### src/rtl/mem_ctrl_pkg.sv
// Shared state encoding and default sizing for the burst memory controller.
package mem_ctrl_pkg;

   localparam int unsigned DEF_ADDR_SIZE      = 32;
   localparam int unsigned DEF_WORD_SIZE      = 32;
   localparam int unsigned DEF_STROBE_BITS    = 4;
   localparam int unsigned DEF_BURST_BITS     = 2;
   localparam int unsigned DEF_TIMEOUT_CYCLES = 16;

   // Byte distance between consecutive beats of a burst.
   localparam int unsigned BEAT_BYTES = 4;

   typedef enum logic [2:0] {
      ST_IDLE,
      ST_WDATA,
      ST_ISSUE,
      ST_WAIT_BUSY,
      ST_WAIT_DONE,
      ST_RESP
   } state_t;

endpackage

### src/rtl/mem_beat_timer.sv
// Per-beat watchdog: counts cycles while the memory handshake is pending and
// flags expiry on the TIMEOUT_CYCLES-th waiting cycle.
module mem_beat_timer
   import mem_ctrl_pkg::*;
#(
   parameter int unsigned TIMEOUT_CYCLES = DEF_TIMEOUT_CYCLES
) (
   input  logic clk,
   input  logic reset,
   input  logic clear,
   input  logic enable,
   output logic expired
);

   localparam int unsigned   CW    = $clog2(TIMEOUT_CYCLES + 1);
   localparam logic [CW-1:0] LIMIT = CW'(TIMEOUT_CYCLES - 1);

   logic [CW-1:0] count;

   assign expired = enable && (count == LIMIT);

   // Wait-cycle counter, restarted whenever the controller is not waiting.
   always_ff @(posedge clk or negedge reset) begin
      if (!reset) begin
         count <= '0;
      end else if (clear) begin
         count <= '0;
      end else if (enable && !expired) begin
         count <= count + CW'(1);
      end
   end

endmodule

### src/rtl/mem_burst_ctrl.sv
// Burst command controller in front of a byte-banked memory: splits a burst
// into word beats, strobes each beat once, waits on the memory busy handshake
// and returns per-beat read responses or a single write completion.
module mem_burst_ctrl
   import mem_ctrl_pkg::*;
#(
   parameter int unsigned ADDR_SIZE      = DEF_ADDR_SIZE,
   parameter int unsigned WORD_SIZE      = DEF_WORD_SIZE,
   parameter int unsigned STROBE_BITS    = DEF_STROBE_BITS,
   parameter int unsigned BURST_BITS     = DEF_BURST_BITS,
   parameter int unsigned TIMEOUT_CYCLES = DEF_TIMEOUT_CYCLES
) (
   input  logic                   clk,
   input  logic                   reset,
   input  logic                   reqValid,
   output logic                   reqReady,
   input  logic [ADDR_SIZE-1:0]   reqAddr,
   input  logic                   reqWr,
   input  logic [STROBE_BITS-1:0] reqStrb,
   input  logic [BURST_BITS-1:0]  reqBurstLen,
   input  logic                   wValid,
   output logic                   wReady,
   input  logic [WORD_SIZE-1:0]   wData,
   output logic                   rspValid,
   input  logic                   rspReady,
   output logic [WORD_SIZE-1:0]   rspData,
   output logic                   rspLast,
   output logic                   rspWr,
   output logic                   rspErr,
   output logic [ADDR_SIZE-1:0]   memAddr,
   output logic [WORD_SIZE-1:0]   memDataIn,
   output logic [STROBE_BITS-1:0] memStrb,
   output logic                   memWr,
   output logic [BURST_BITS-1:0]  memBurstLen,
   input  logic                   memBusyOut,
   input  logic [WORD_SIZE-1:0]   memDataOut
);

   state_t state, state_n;

   logic [ADDR_SIZE-1:0]   addr_q;
   logic                   wr_q;
   logic [STROBE_BITS-1:0] strb_q;
   logic [BURST_BITS-1:0]  len_q;
   logic [BURST_BITS-1:0]  cnt_q;
   logic [WORD_SIZE-1:0]   wdata_q;
   logic [WORD_SIZE-1:0]   rdata_q;
   logic                   err_q;

   logic                   accept;
   logic                   wlatch;
   logic                   capture;
   logic                   advance;
   logic                   waiting;
   logic                   tmo;
   logic                   last_beat;
   logic                   no_access;
   logic [WORD_SIZE-1:0]   lane_mask;

   assign last_beat = (cnt_q == '0);
   assign no_access = (strb_q == '0);
   assign waiting   = (state == ST_WAIT_BUSY) || (state == ST_WAIT_DONE);

   mem_beat_timer #(
      .TIMEOUT_CYCLES(TIMEOUT_CYCLES)
   ) u_timer (
      .clk    (clk),
      .reset  (reset),
      .clear  (!waiting),
      .enable (waiting),
      .expired(tmo)
   );

   // Expand the latched byte strobe into a per-bit read-data mask.
   always_comb begin
      lane_mask = '0;
      for (int unsigned i = 0; i < STROBE_BITS; i++) begin
         lane_mask[i*8 +: 8] = {8{strb_q[i]}};
      end
   end

   // State register.
   always_ff @(posedge clk or negedge reset) begin
      if (!reset) begin
         state <= ST_IDLE;
      end else begin
         state <= state_n;
      end
   end

   // Next-state decode and datapath control strobes.
   always_comb begin
      state_n = state;
      accept  = 1'b0;
      wlatch  = 1'b0;
      capture = 1'b0;
      advance = 1'b0;
      case (state)
         ST_IDLE: begin
            if (reqValid) begin
               accept = 1'b1;
               if (reqWr) begin
                  state_n = ST_WDATA;
               end else if (reqStrb == '0) begin
                  state_n = ST_RESP;
               end else begin
                  state_n = ST_ISSUE;
               end
            end
         end
         ST_WDATA: begin
            if (wValid) begin
               wlatch = 1'b1;
               // A zero-strobe beat never touches memory; it just consumes data.
               if (!no_access) begin
                  state_n = ST_ISSUE;
               end else if (last_beat) begin
                  state_n = ST_RESP;
               end else begin
                  advance = 1'b1;
               end
            end
         end
         ST_ISSUE: begin
            state_n = ST_WAIT_BUSY;
         end
         ST_WAIT_BUSY: begin
            if (tmo) begin
               state_n = ST_RESP;
            end else if (memBusyOut) begin
               state_n = ST_WAIT_DONE;
            end
         end
         ST_WAIT_DONE: begin
            if (tmo) begin
               state_n = ST_RESP;
            end else if (!memBusyOut) begin
               capture = 1'b1;
               if (!wr_q || last_beat) begin
                  state_n = ST_RESP;
               end else begin
                  advance = 1'b1;
                  state_n = ST_WDATA;
               end
            end
         end
         ST_RESP: begin
            if (rspReady) begin
               if (err_q || last_beat) begin
                  state_n = ST_IDLE;
               end else begin
                  advance = 1'b1;
                  state_n = no_access ? ST_RESP : ST_ISSUE;
               end
            end
         end
         default: begin
            state_n = ST_IDLE;
         end
      endcase
   end

   // Command latch, beat address/count progression and response capture.
   always_ff @(posedge clk or negedge reset) begin
      if (!reset) begin
         addr_q  <= '0;
         wr_q    <= 1'b0;
         strb_q  <= '0;
         len_q   <= '0;
         cnt_q   <= '0;
         wdata_q <= '0;
         rdata_q <= '0;
         err_q   <= 1'b0;
      end else begin
         if (accept) begin
            addr_q  <= reqAddr;
            wr_q    <= reqWr;
            strb_q  <= reqStrb;
            len_q   <= reqBurstLen;
            cnt_q   <= reqBurstLen;
            wdata_q <= '0;
            rdata_q <= '0;
            err_q   <= 1'b0;
         end
         if (wlatch) begin
            wdata_q <= wData;
         end
         if (capture) begin
            rdata_q <= wr_q ? '0 : (memDataOut & lane_mask);
         end
         if (tmo) begin
            err_q   <= 1'b1;
            rdata_q <= '0;
         end
         if (advance) begin
            addr_q <= addr_q + ADDR_SIZE'(BEAT_BYTES);
            cnt_q  <= cnt_q - BURST_BITS'(1);
         end
      end
   end

   // reqReady is gated by reset so every output reads 0 while reset is held.
   assign reqReady    = (state == ST_IDLE) && reset;
   assign wReady      = (state == ST_WDATA);
   assign memStrb     = (state == ST_ISSUE) ? strb_q : '0;
   assign memAddr     = {addr_q[ADDR_SIZE-1:2], 2'b00};
   assign memWr       = wr_q;
   assign memDataIn   = wdata_q;
   assign memBurstLen = len_q;
   assign rspValid    = (state == ST_RESP);
   assign rspData     = rspValid ? rdata_q : '0;
   assign rspLast     = rspValid && (err_q || last_beat);
   assign rspWr       = rspValid && wr_q;
   assign rspErr      = rspValid && err_q;

endmodule

### config.mk
export PLATFORM = sky130hd
export DESIGN_NAME = mem_burst_ctrl
export DESIGN_NICKNAME = d
export VERILOG_FILES = /design/src/rtl/mem_ctrl_pkg.sv /design/src/rtl/mem_beat_timer.sv /design/src/rtl/mem_burst_ctrl.sv
export SDC_FILE = /design/constraint.sdc
export NUM_CORES = 1
export LEC_CHECK = 0
export BUFFER_PORTS_ARGS = -buffer_cell sky130_fd_sc_hd__clkbuf_2
export CORE_MARGIN = 3
export CORE_UTILIZATION = 53
export DETAILED_ROUTE_END_ITERATION = 7
export GPL_ROUTABILITY_DRIVEN = 0
export HOLD_SLACK_MARGIN = 0.06
export PLACE_DENSITY_LB_ADDON = 0.25
export SKIP_LAST_GASP = 1
export SYNTH_ARGS = -nofsm -noshare
export SYNTH_HDL_FRONTEND = slang
export SYNTH_SLANG_ARGS = --single-unit
### constraint.sdc
create_clock -name clk -period 6.47 [get_ports clk]
set_clock_uncertainty 0.1 [all_clocks]
set_input_delay 0.9705 -clock clk [delete_from_list [all_inputs] [get_ports clk]]
set_output_delay 0.9705 -clock clk [all_outputs]
set_load 0.01 [all_outputs]
# Word-level counts from Yosys, hierarchy flattened

Index checks and enable logic that the tools add are counted.

Register bits after elaboration: 114
Bits of input ports: 109
Output and inout bits: 109
Logic and storage cells: 93

$add $sub $neg: 3
Equal/unequal tests: 13
Muxes and demuxes: 46
Bitwise gates (word level): 1
Reduce and logical (&&, ||, !) cells: 20

Operators with widths:

| kind                    | count |
|---|---|
| $mux W32                | 8 |
| $mux W3                 | 14 |
| $add A32 B3 Y32 const B | 1 |
| $and A32 B32 Y32        | 1 |
| $pmux W3 S6             | 1 |
| $mux W1                 | 17 |
| $mux W5                 | 2 |
| $logic_not A4 Y1        | 2 |
| $eq A3 B2 Y1 const B    | 2 |
| $eq A3 B3 Y1 const B    | 2 |
| $logic_and A1 B1 Y1     | 6 |
| $ne A2 B2 Y1 const B    | 3 |
| $ne A3 B2 Y1 const B    | 2 |
| $reduce_and A6 Y1       | 1 |
| $reduce_bool A2 Y1      | 3 |
| $add A5 B1 Y5 const B   | 1 |
| $eq A5 B4 Y1 const B    | 1 |
| $mux W2                 | 2 |
| $mux W4                 | 1 |
| $eq A3 B1 Y1 const B    | 1 |
| $logic_not A3 Y1        | 1 |
| $logic_or A1 B1 Y1      | 3 |
| $ne A3 B3 Y1 const B    | 1 |
| $pmux W1 S3             | 1 |
| 5 further kinds         | 6 |

# Logic depth before layout (Yosys ltp)

Gate-level depths: netlist of run 1.

Word-level depth: 7
Mapped depth: 10
Mapped depth without buffers: 8

# Hierarchy

Synthesis of run 1 repeated with hierarchy kept, for this count alone.

Cell total of the unflattened synthesis: 544
Area, all modules: 5651.7 um^2

By module, submodules not included:

| module         | instances | cells an instance | area an instance (um^2) | seq. area each (um^2) |
|---|---|---|---|---|
| mem_burst_ctrl | 1         | 520               | 5376.4                  | 2677.6 |
| mem_beat_timer | 1         | 24                | 275.3                   | 125.1 |

# Worst setup path before layout of run 1

No wires, ideal clock.

Path type: register to output
From: register state[1]
To: output port rspData[22]
Arrival: 1.278 ns
Data required time: 5.399 ns
Setup slack: 4.122 ns
Cell stages (with the launch flop): 5
Path buffers: 2
Path through: dfrtp_1 and3b_1 buf_2 clkbuf_1 and2_1

Cells in the longest elaborated chain, start to end: 2

RTL lines:

| item                   | line                  | text |
|---|---|---|
| from (decl)            | mem_burst_ctrl.sv:39  | `state_t state, state_n;` |
| from (signal assigned) | mem_burst_ctrl.sv:87  | `state <= state_n;` |
| $eq A3 B3 Y1           | mem_burst_ctrl.sv:210 | `assign rspValid = (state == ST_RESP);` |
| net rspValid           | mem_burst_ctrl.sv:24  | `output logic rspValid,` |
| $mux W32               | mem_burst_ctrl.sv:211 | `assign rspData = rspValid ? rdata_q : '0;` |
| to (decl)              | mem_burst_ctrl.sv:26  | `output logic [WORD_SIZE-1:0] rspData,` |

The timed path passes the listed nets, and every way through them passes these cells.

# Worst setup path after layout of run 1

From: register state[0]
To: output port rspData[28]

Cells in the longest elaborated chain, start to end: 2

RTL lines:

| item         | line |
|---|---|
| $eq A3 B3 Y1 | mem_burst_ctrl.sv:210 |
| $mux W32     | mem_burst_ctrl.sv:211 |

Every way passes these cells.

==> reports/metrics.cfg, run 1 <==
[final_layout]
n_antenna_cell = 0
post-route-util_pct = 67.97
layout.nets = 827
fill_cells = 781
drive_above_1_share_pct = 34.21
area_delta_synth_final_pct = 23.34

[worst_setup_path]
cp_data_arrival_time_ns = 2.38
reg2reg_to = addr_q[20]$_DFFE_PN0P_
cp.required_ns = 5.40
startpoint_type = flip-flop
cp_slowest_stage_delay_ns = 0.92
path_buf_inv = 1
end_kind = output pin
r2r_start = state[1]$_DFFE_PN0P_
path_delay_family = simple AND/OR/NAND/NOR gates
crit_type = flip-flop to output pin
crit_fanout = 37
crit_chain = and3b_1 -> and2_1 -> clkbuf_2
reg2reg_depth = 5
r2r_slack_ns = 3.28
cpMaxStageDelayCell = and3b_1

[timing]
max_freq_mhz = 290.0
holdWs_ns = 0.3888
tightest_slew_ns = 1.290
fin_crit_ns = 3.448
setup_viol = 0
slew_violations = 0
fin_setup_tns_ns = 0
relSlewSlack_pct = 13.93
rsz0062_at_grt = false
layout_worst_path_cycle_share_pct = 53.30
hold_viol_final = 0

[synth]
synth-edff-count = 0
synth_xor_area_share_pct = 0.4833
ys_seq_area_share_pct = 51.55
synthSimpleGateAreaFrac_pct = 20.16
synth_top_area_cell = dfrtp_1
synth_top_family_by_area = compound AO/OA/AOI/OAI gates
netlist_area_um2 = 5436
ys_warn_count = 0
async_reset_ff_share_pct = 100.0
synth-compound-area-share_pct = 21.91
synth-seq-cells = 112
synthMuxAreaShare_pct = 0.9206
yosysTopAreaCellShare_pct = 51.55
yosys-top-cells-area = dfrtp_1 52%, a22o_1 10%, and2_1 5.5%, nand2_1 3.2%, nor2_1 2.0%
yosys_most_used_dff = dfrtp_1
avgSynthCellArea_um2 = 10.37
synth_fa_ha_area_share_pct = 0.9206
synth_cells = 524
ys_types = 62

[clock_tree]
cts_tree = yes
post_cts_resized = 0
clock_path_buffers = 2
holdBufCountCts = 0
cts.sinks = 112
path_clk_slew_ns = 0.11
ctsHtreeMaxLevel = 3
cts-root-buf = clkbuf_8
clock_latency_ns = 0.36
cts-buffers-inserted = 9
cts_setup_buffers = 0

[routing]
ant_nets = 0
wl_per_cell_um = 17.45
drt_wl_total_um = 14870
drc = 0
drt-initial-drc-count = 280
via_per_inst = 5.900
dr.pass1.iters = 5
vias = 5027

[hold_path]
worstHoldEndpoint = memBurstLen[1]$_DFFE_PN0P_
whs_path_depth = 2
hold_path_startpoint = memBurstLen[1]$_DFFE_PN0P_
hold_class = flip-flop to flip-flop

[die]
rows = 36
floorplan.core_area_um2 = 9864
die_height_um = 107.3
die_area_um2 = 11510
dieWidth_um = 107.3
io_pins = 218
initial_core_util_pct = 55.11

[global_routing]
grt_pass1_wl_um = 23600
antenna_found_initial = 0
track_usage_pct = 25.29
grt_max_degree = 73
grt_pass1_vias = 4825
grt.overflow.total = 0

[placement]
port_buffers = 213
hpwl_um = 10570

[status]
status = finished clean

[flow_run]
maxCapViolCount = 0

[power_and_ir_drop]
leakagePower_uw = 0.003435
ir_drop_mv = 0.2187
pwr_density_cell_nw_per_um2 = 404.2
total_power_uw = 2710

==> logic make-up after synthesis <==
family | Yosys count
other cells | 1
flops | 112
mux | 5
compound gates | 149
buf+inv | 50
simple gates | 200
fa+ha+maj | 4
xor+xnor | 3
==> report_power, final <==
| part | total (uW) | switching [uW] | internal, uW | leakage, uW |
|---|---|---|---|---|
| sequential | 1210 | 257 | 954 | 0.00145 |
| clock | 392 | 246 | 146 | 0.0000850 |
| combinational | 1110 | 619 | 488 | 0.00190 |
| total | 2710 | 1120 | 1590 | 0.00344 |
==> placed cells by master (no fill, tap or decap), drive strengths merged, types with 6 or more instances in the layout <==
cell	n
clkbuf	222
o21ai	12
a21oi	18
a211oi	11
nand2	48
nor2	29
inv	15
dfrtp	112
a221o	7
nand3	11
a21o	6
and3	12
a22o	64
and4	6
nor3	10
nand4	11
and2	48
==> final cells by class <==
cell class                      instances  area (um^2)  share of cell area, %
Clock buffer                           10        127.6                  1.903
Clock inverter                          6        52.55                 0.7837
Inverter                               13        48.80                 0.7277
Multi-Input combinational cell        363         2424                  36.14
Sequential cell                       112         2803                  41.80
Tap cell                              133        166.4                  2.482
Timing Repair Buffer                  215         1084                  16.16
==> per-layer routing <==
| layer | track usage [%] | wire [um] |
|---|---|---|
| met1 | 34.78 | 6138 |
| met2 | 40.26 | 7278 |
| met3 | 5.159 | 1131 |
| met4 | 8.493 | 320 |
| met5 | 0 | 0 |
==> worst register-to-register path, delay by kind of cell, from the launching register on <==
kind             cells  cell delay, ns
AO/OA/AOI/OAI        3            1.01
flip-flops           1            0.68
AND/OR/NAND/NOR      2            1.31
==> per-stage QoR <==
step           area, um^2  setup WS (ns)  std cells
6_report             6705          3.022        852
5_1_grt              6705          2.854        852
4_1_cts              6705          2.989        852
3_5_place_dp         6525          3.286        836
3_3_place_gp         6525          3.376        836
2_1_floorplan        5440          4.122        525
==> cell usage after synthesis, drive strengths merged (4+ instances only) <==
library cell,number
buf,12
a32oi,4
dfrtp,112
and3,12
a21oi,18
nor3,10
nor2,29
nand3,11
and4,6
a22o,64
and2,48
o21ai,12
nor2b,5
ha,4
clkbuf,25
o211ai,4
inv,13
nand4,11
a211oi,11
mux2i,5
a21o,6
a221o,7
nand2,48
==> state kept, by name (all words and copies together) (netlist names) <==
register	flops
addr_q	30
cnt_q	2
err_q	1
memBurstLen	2
memDataIn	32
memWr	1
rdata_q	32
state	3
strb_q	4
u_timer.count	5
==> how the worst max path moves through the flow <==
stage,start,to,depth (start not counted),slack [ns]
3_3_place_gp,wValid,memDataIn[18]$_DFFE_PN0P_,4,3.38
4_1_cts,state[0]$_DFFE_PN0P_,rspData[28],3,2.99
3_5_place_dp,wValid,memDataIn[7]$_DFFE_PN0P_,4,3.29
2_1_floorplan,state[1]$_DFFE_PN0P_,rspData[22],4,4.12
5_1_grt,state[0]$_DFFE_PN0P_,rspErr,3,2.85
6_report,state[0]$_DFFE_PN0P_,rspData[28],3,3.02
No activity file was read; power rests on OpenSTA's default activity.
==> run 2, diff against run 1 <==
--- a/config.mk
+++ b/config.mk
@@ -7,7 +7,7 @@
 export LEC_CHECK = 0
 export BUFFER_PORTS_ARGS = -buffer_cell sky130_fd_sc_hd__clkbuf_2
 export CORE_MARGIN = 3
-export CORE_UTILIZATION = 53
+export CORE_UTILIZATION = 49
 export DETAILED_ROUTE_END_ITERATION = 7
 export GPL_ROUTABILITY_DRIVEN = 0
 export HOLD_SLACK_MARGIN = 0.06
==> constraint.sdc (replaced) <==
create_clock -name clk -period 3.3 [get_ports clk]
set_clock_uncertainty 0.1 [all_clocks]
set_input_delay 0.495 -clock clk [delete_from_list [all_inputs] [get_ports clk]]
set_output_delay 0.495 -clock clk [all_outputs]
set_load 0.01 [all_outputs]
==> run 2 against run 1 <==
Net effect:
- setup slack lost 2.4 ns
- largest power group unchanged
- critical endpoint is now memDataIn[30]$_DFFE_PN0P_
- critical path depth grew 1
- combinational power grew 97%
==> reports/metrics.cfg, run 2 (synthesis gave the netlist of run 1 again) <==
[worst_setup_path]
crit_fanout = 32
startpoint_type = flip-flop
reg2reg_depth = 4
cp_data_arrival_time_ns = 2.87
end_kind = flip-flop
cp.required_ns = 3.51
crit_type = flip-flop to flip-flop

[global_routing]
antenna_found_initial = 0
grt-busiest-layer = met2
grt.overflow.total = 0
grt_max_degree = 49
grt_use_met3_pct = 3.859
met2_usage_pct = 37.88
use_met1_pct = 31.73
grt_pass1_wl_um = 23870
track_usage_pct = 23.20
grt_pass1_vias = 4793

[power_and_ir_drop]
pwr_density_cell_nw_per_um2 = 789.0
leakagePower_uw = 0.003491
ir_drop_mv = 0.4470

[timing]
setup_viol = 0
max_freq_mhz = 376.2
layout_worst_path_cycle_share_pct = 80.55
fin_setup_tns_ns = 0
tightest_slew_ns = 1.210
relSlewSlack_pct = 19.27
slew_violations = 0
fin_crit_ns = 2.658
rsz0062_at_grt = false
hold_viol_final = 0
holdWs_ns = 0.2115
setup_slack_ns = 0.6420

[die]
die_area_um2 = 12390
initial_core_util_pct = 51.51
rows = 37
io_pins = 218
floorplan.core_area_um2 = 10560
dieWidth_um = 111.3
die_height_um = 111.3

[clock_tree]
cts.sinks = 112
cts-buffers-inserted = 9
path_clk_slew_ns = 0.12
ctsHtreeMaxLevel = 3
cts-root-buf = clkbuf_8
clock_latency_ns = 0.38
cts_setup_buffers = 0
clock_path_buffers = 2
cts_tree = yes

[routing]
via_per_inst = 5.686
drt_wl_total_um = 14470
dr.pass1.iters = 5
drc = 0
vias = 4913
drt-initial-drc-count = 321
ant_nets = 0
wl_per_cell_um = 16.75

[placement]
hpwl_um = 10630
pre_cts_ws_ns = 0.6667
port_buffers = 213

[status]
status = finished clean

[final_layout]
layout.cells.most_common = clkbuf_2
n_antenna_cell = 0
fill_cells = 854
area_delta_synth_final_pct = 25.09
drive_above_1_share_pct = 35.03
layout.nets = 836
post-route-util_pct = 64.43
layout_common_cells = 212 x clkbuf_2, 112 x dfrtp_1, 64 x a22o_1

[hold_path]
whs_path_depth = 2
hold_class = input port to flip-flop

[flow_run]
maxCapViolCount = 0

==> run 2: cell types whose count changed in the layout (fill, tap and decap cells not counted) <==
cell,change
clkbuf_1,-1
dlygate4sd3_1,+1
clkinvlp_4,-1
buf_4,+8
clkinv_8,+2
==> run 2: what timing repair did <==
action	in CTS	in global routing
hold endpoints to repair	28	0
resized for setup	0	0
hold buffers	1	0
==> run 2: metrics by stage <==
stage	std cells	area (um^2)	power, uW
finish	864	6800	5365
global route	864	6800	5758
CTS	864	6800	5406
detailed placement	847	6589	4584
global placement	847	6589	4483
floorplan	525	5440	3705
==> run 2: where the power goes <==
| part | total, uW | leakage (uW) | internal, uW | switching [uW] |
|---|---|---|---|---|
| logic | 2190 | 0.00194 | 979 | 1210 |
| clock network | 813 | 0.0000975 | 298 | 514 |
| registers | 2360 | 0.00145 | 1870 | 494 |
==> run 2: path summary, 6_finish.rpt <==
kind / slack [ns] / startpoint / to
max in group asynchronous: 1.68 / reset / memBurstLen[0]$_DFFE_PN0P_
worst max-delay path: 0.64 / state[0]$_DFFE_PN0P_ / memDataIn[30]$_DFFE_PN0P_
min in group asynchronous: 0.46 / reset / rdata_q[21]$_DFFE_PN0P_
worst max register to register: 0.64 / state[0]$_DFFE_PN0P_ / memDataIn[30]$_DFFE_PN0P_
worst min register to register: 0.39 / memBurstLen[1]$_DFFE_PN0P_ / memBurstLen[1]$_DFFE_PN0P_
worst min-delay path: 0.21 / memDataOut[24] / rdata_q[24]$_DFFE_PN0P_
==> run 2: metal layers <==
layer  vias to the layer above  share of wire [%]
met5                         -                  0
met4                         0                2.2
met3                        24                6.8
met2                       220                 47
met1                      2349                 44
li1                       2320                  -
==> run 2: critical path, stage by stage, from the launching register on <==
cell and delay (ns):
dfrtp_1 0.72, nor3_1 0.25, and2_1 0.30, nor2_2 0.93, a22o_1 0.27
==> run 2: cell type report <==
cell class | count | area, um^2 | area share (%)
clock inverter | 7 | 77.57 | 1.141
timing repair buffer | 224 | 1154 | 16.96
multi-input combinational | 363 | 2424 | 35.64
sequential | 112 | 2803 | 41.21
tap | 136 | 170.2 | 2.502
clock buffer | 9 | 123.9 | 1.822
inverter | 13 | 48.80 | 0.7176
==> run 3, diff against run 2 <==
--- a/config.mk
+++ b/config.mk
@@ -7,7 +7,7 @@
 export LEC_CHECK = 0
 export BUFFER_PORTS_ARGS = -buffer_cell sky130_fd_sc_hd__clkbuf_2
 export CORE_MARGIN = 3
-export CORE_UTILIZATION = 49
+export CORE_UTILIZATION = 44
 export DETAILED_ROUTE_END_ITERATION = 7
 export GPL_ROUTABILITY_DRIVEN = 0
 export HOLD_SLACK_MARGIN = 0.06
==> constraint.sdc (replaced) <==
create_clock -name clk -period 2.26 [get_ports clk]
set_clock_uncertainty 0.1 [all_clocks]
set_input_delay 0.339 -clock clk [delete_from_list [all_inputs] [get_ports clk]]
set_output_delay 0.339 -clock clk [all_outputs]
set_load 0.01 [all_outputs]
==> run 3 against run 2 <==
Net effect:
- the flow now finishes with violations (negative setup slack)
- first-iteration DRC count grew 17%
- sequential power is 45% higher
- register-to-register slack worse by 0.77 ns
- sequential share of layout area is 3.8 points lower
- cell area grew 10%
- total power rose by 65%
- hold slack lost 0.12 ns
- non-clock buffer count grew 41
- clock power grew 100%
- setup slack got worse by 0.77 ns
==> reports/metrics.cfg, run 3 (synthesis gave the netlist of run 1 again) <==
[status]
status = finished, violations left
violations = negative setup slack

[worst_setup_path]
crit_chain = ha_2 -> and3_4 -> ha_4 -> and4bb_2 -> a32oi_4 -> buf_6 -> a211oi_2 -> buf_4 -> buf_6 -> and4_1 -> nor2_1
cp_slowest_stage_delay_ns = 0.39
cp_data_arrival_time_ns = 2.52
startpoint = u_timer.count[1]$_DFFE_PN0P_
r2r_start = u_timer.count[1]$_DFFE_PN0P_
startpoint_type = flip-flop
path_delay_family = simple AND/OR/NAND/NOR gates
crit_fanout = 7
cpMostUsedCell = buf_6
path_buf_inv = 3
cp.required_ns = 2.39
cpMaxStageDelayCell = dfrtp_1
crit_type = flip-flop to flip-flop
end_kind = flip-flop

[timing]
setup_slack_ns = -0.1269
hold_viol_final = 0
fin_setup_tns_ns = -1.907
slew_violations = 0
tightest_slew_ns = 0.7025
relSlewSlack_pct = 53.06
layout_worst_path_cycle_share_pct = 105.6
fin_crit_ns = 2.387
setup_viol = 27
rsz0062_at_grt = true
max_freq_mhz = 419.0

[die]
initial_core_util_pct = 46.23
die_height_um = 117.2
rows = 39
dieWidth_um = 117.2
die_area_um2 = 13730
io_pins = 218
floorplan.core_area_um2 = 11760

[routing]
drt_wl_total_um = 15870
via_per_inst = 5.481
drc = 0
vias = 5114
dr.pass1.iters = 5
ant_nets = 0
drt-initial-drc-count = 374
wl_per_cell_um = 17.01

[clock_tree]
clock_path_buffers = 2
ctsHtreeMaxLevel = 3
clock_latency_ns = 0.35
cts.sinks = 112
cts-root-buf = clkbuf_16
cts-buffers-inserted = 9
cts_tree = yes
path_clk_slew_ns = 0.08

[hold_path]
hold_path_startpoint = reqStrb[3]
hold_class = input port to flip-flop

[final_layout]
layout.cells.most_common = clkbuf_2
layout_common_cells = 212 x clkbuf_2, 110 x dfrtp_1, 64 x a22o_1
layout.nets = 877
multi_input_area_um2 = 2587
n_antenna_cell = 0
drive_above_1_share_pct = 42.78
ff_latch_area_um2 = 2805
area_delta_synth_final_pct = 37.93
fill_cells = 1001

[flow_run]
maxCapViolCount = 0

[power_and_ir_drop]
leakagePower_uw = 0.003825
ir_drop_mv = 0.5957
pwr_density_cell_nw_per_um2 = 1182

[global_routing]
antenna_found_initial = 0
grt_pass1_wl_um = 23930
grt.overflow.total = 0
track_usage_pct = 22.10
grt_max_degree = 113
grt_pass1_vias = 4808

[placement]
pre_cts_ws_ns = -0.1828
hpwl_um = 11140
port_buffers = 213

[run 3: cell types whose count changed in the layout (fill, tap and decap cells not counted), sizes merged]
| cell | delta |
|---|---|
| bufinv | +1 |
| clkinv | -3 |
| buf | +40 |
| inv | +2 |
| clkbuf | +2 |
| clkinvlp | -1 |
[run 3: path summary, 6_finish.rpt]
check | slack (ns) | cells after the start | end
worst max-delay path | -0.13 | 11 | addr_q[30]$_DFFE_PN0P_
worst min-delay path | 0.09 | 3 | strb_q[3]$_DFFE_PN0P_
worst max register to register | -0.13 | 11 | addr_q[30]$_DFFE_PN0P_
worst min register to register | 0.38 | 2 | memBurstLen[1]$_DFFE_PN0P_
max in group asynchronous | 1.07 | 3 | addr_q[3]$_DFFE_PN0P_
min in group asynchronous | 0.52 | 3 | rdata_q[4]$_DFFE_PN0P_
[run 3: layer usage]
metal / vias up / track usage [%] / share of wire, %
met4: 0 / 7.034 / 1.3
met3: 15 / 4.113 / 6.4
met1: 2508 / 30.25 / 44
li1: 2409 / - / -
met2: 182 / 35.71 / 49
met5: - / 0 / 0
[run 3: power breakdown]
| group | total, uW | switching [uW] | internal, uW |
|---|---|---|---|
| sequential | 3430 | 692 | 2740 |
| combinational | 3780 | 1990 | 1790 |
| clock | 1660 | 752 | 905 |
| total | 8870 | 3430 | 5430 |
[run 3: metrics by stage]
stage	std cells	util [%]	total power (uW)	hold slack [ns]	cell area, um^2
6_report	933	63.76	8866	0.09178	7498
5_1_grt	933	63.76	9479	0.09641	7498
4_1_cts	921	61.94	8735	0.08538	7284
3_5_place_dp	900	58.45	6982	0.3675	6874
3_3_place_gp	900	58.45	6834	0.3609	6874
2_1_floorplan	525	-	5433	-0.05659	5473
[run 3: final cells by class]
cell class	count	area share, %
repair buffers	265	20.57
flip-flops and latches	112	37.41
well taps	164	2.737
clock buffers	10	3.187
clock inverters	6	0.9344
inverters	13	0.6508
multi-input cells	363	34.51
[run 3: worst min-delay path, stage by stage]
cell and delay [ns]:
clkbuf_2 0.09, nand2_1 0.04, nand2_1 0.05
[run 3: what timing repair did]
item                                    CTS  global route
gates resized for setup                  15            27
hold endpoints to repair                112             0
pin swaps                                 9            18
endpoints found under the setup margin   91           102
buffers inserted                          4            12
gates cloned                              0             1
hold buffers                              1             0
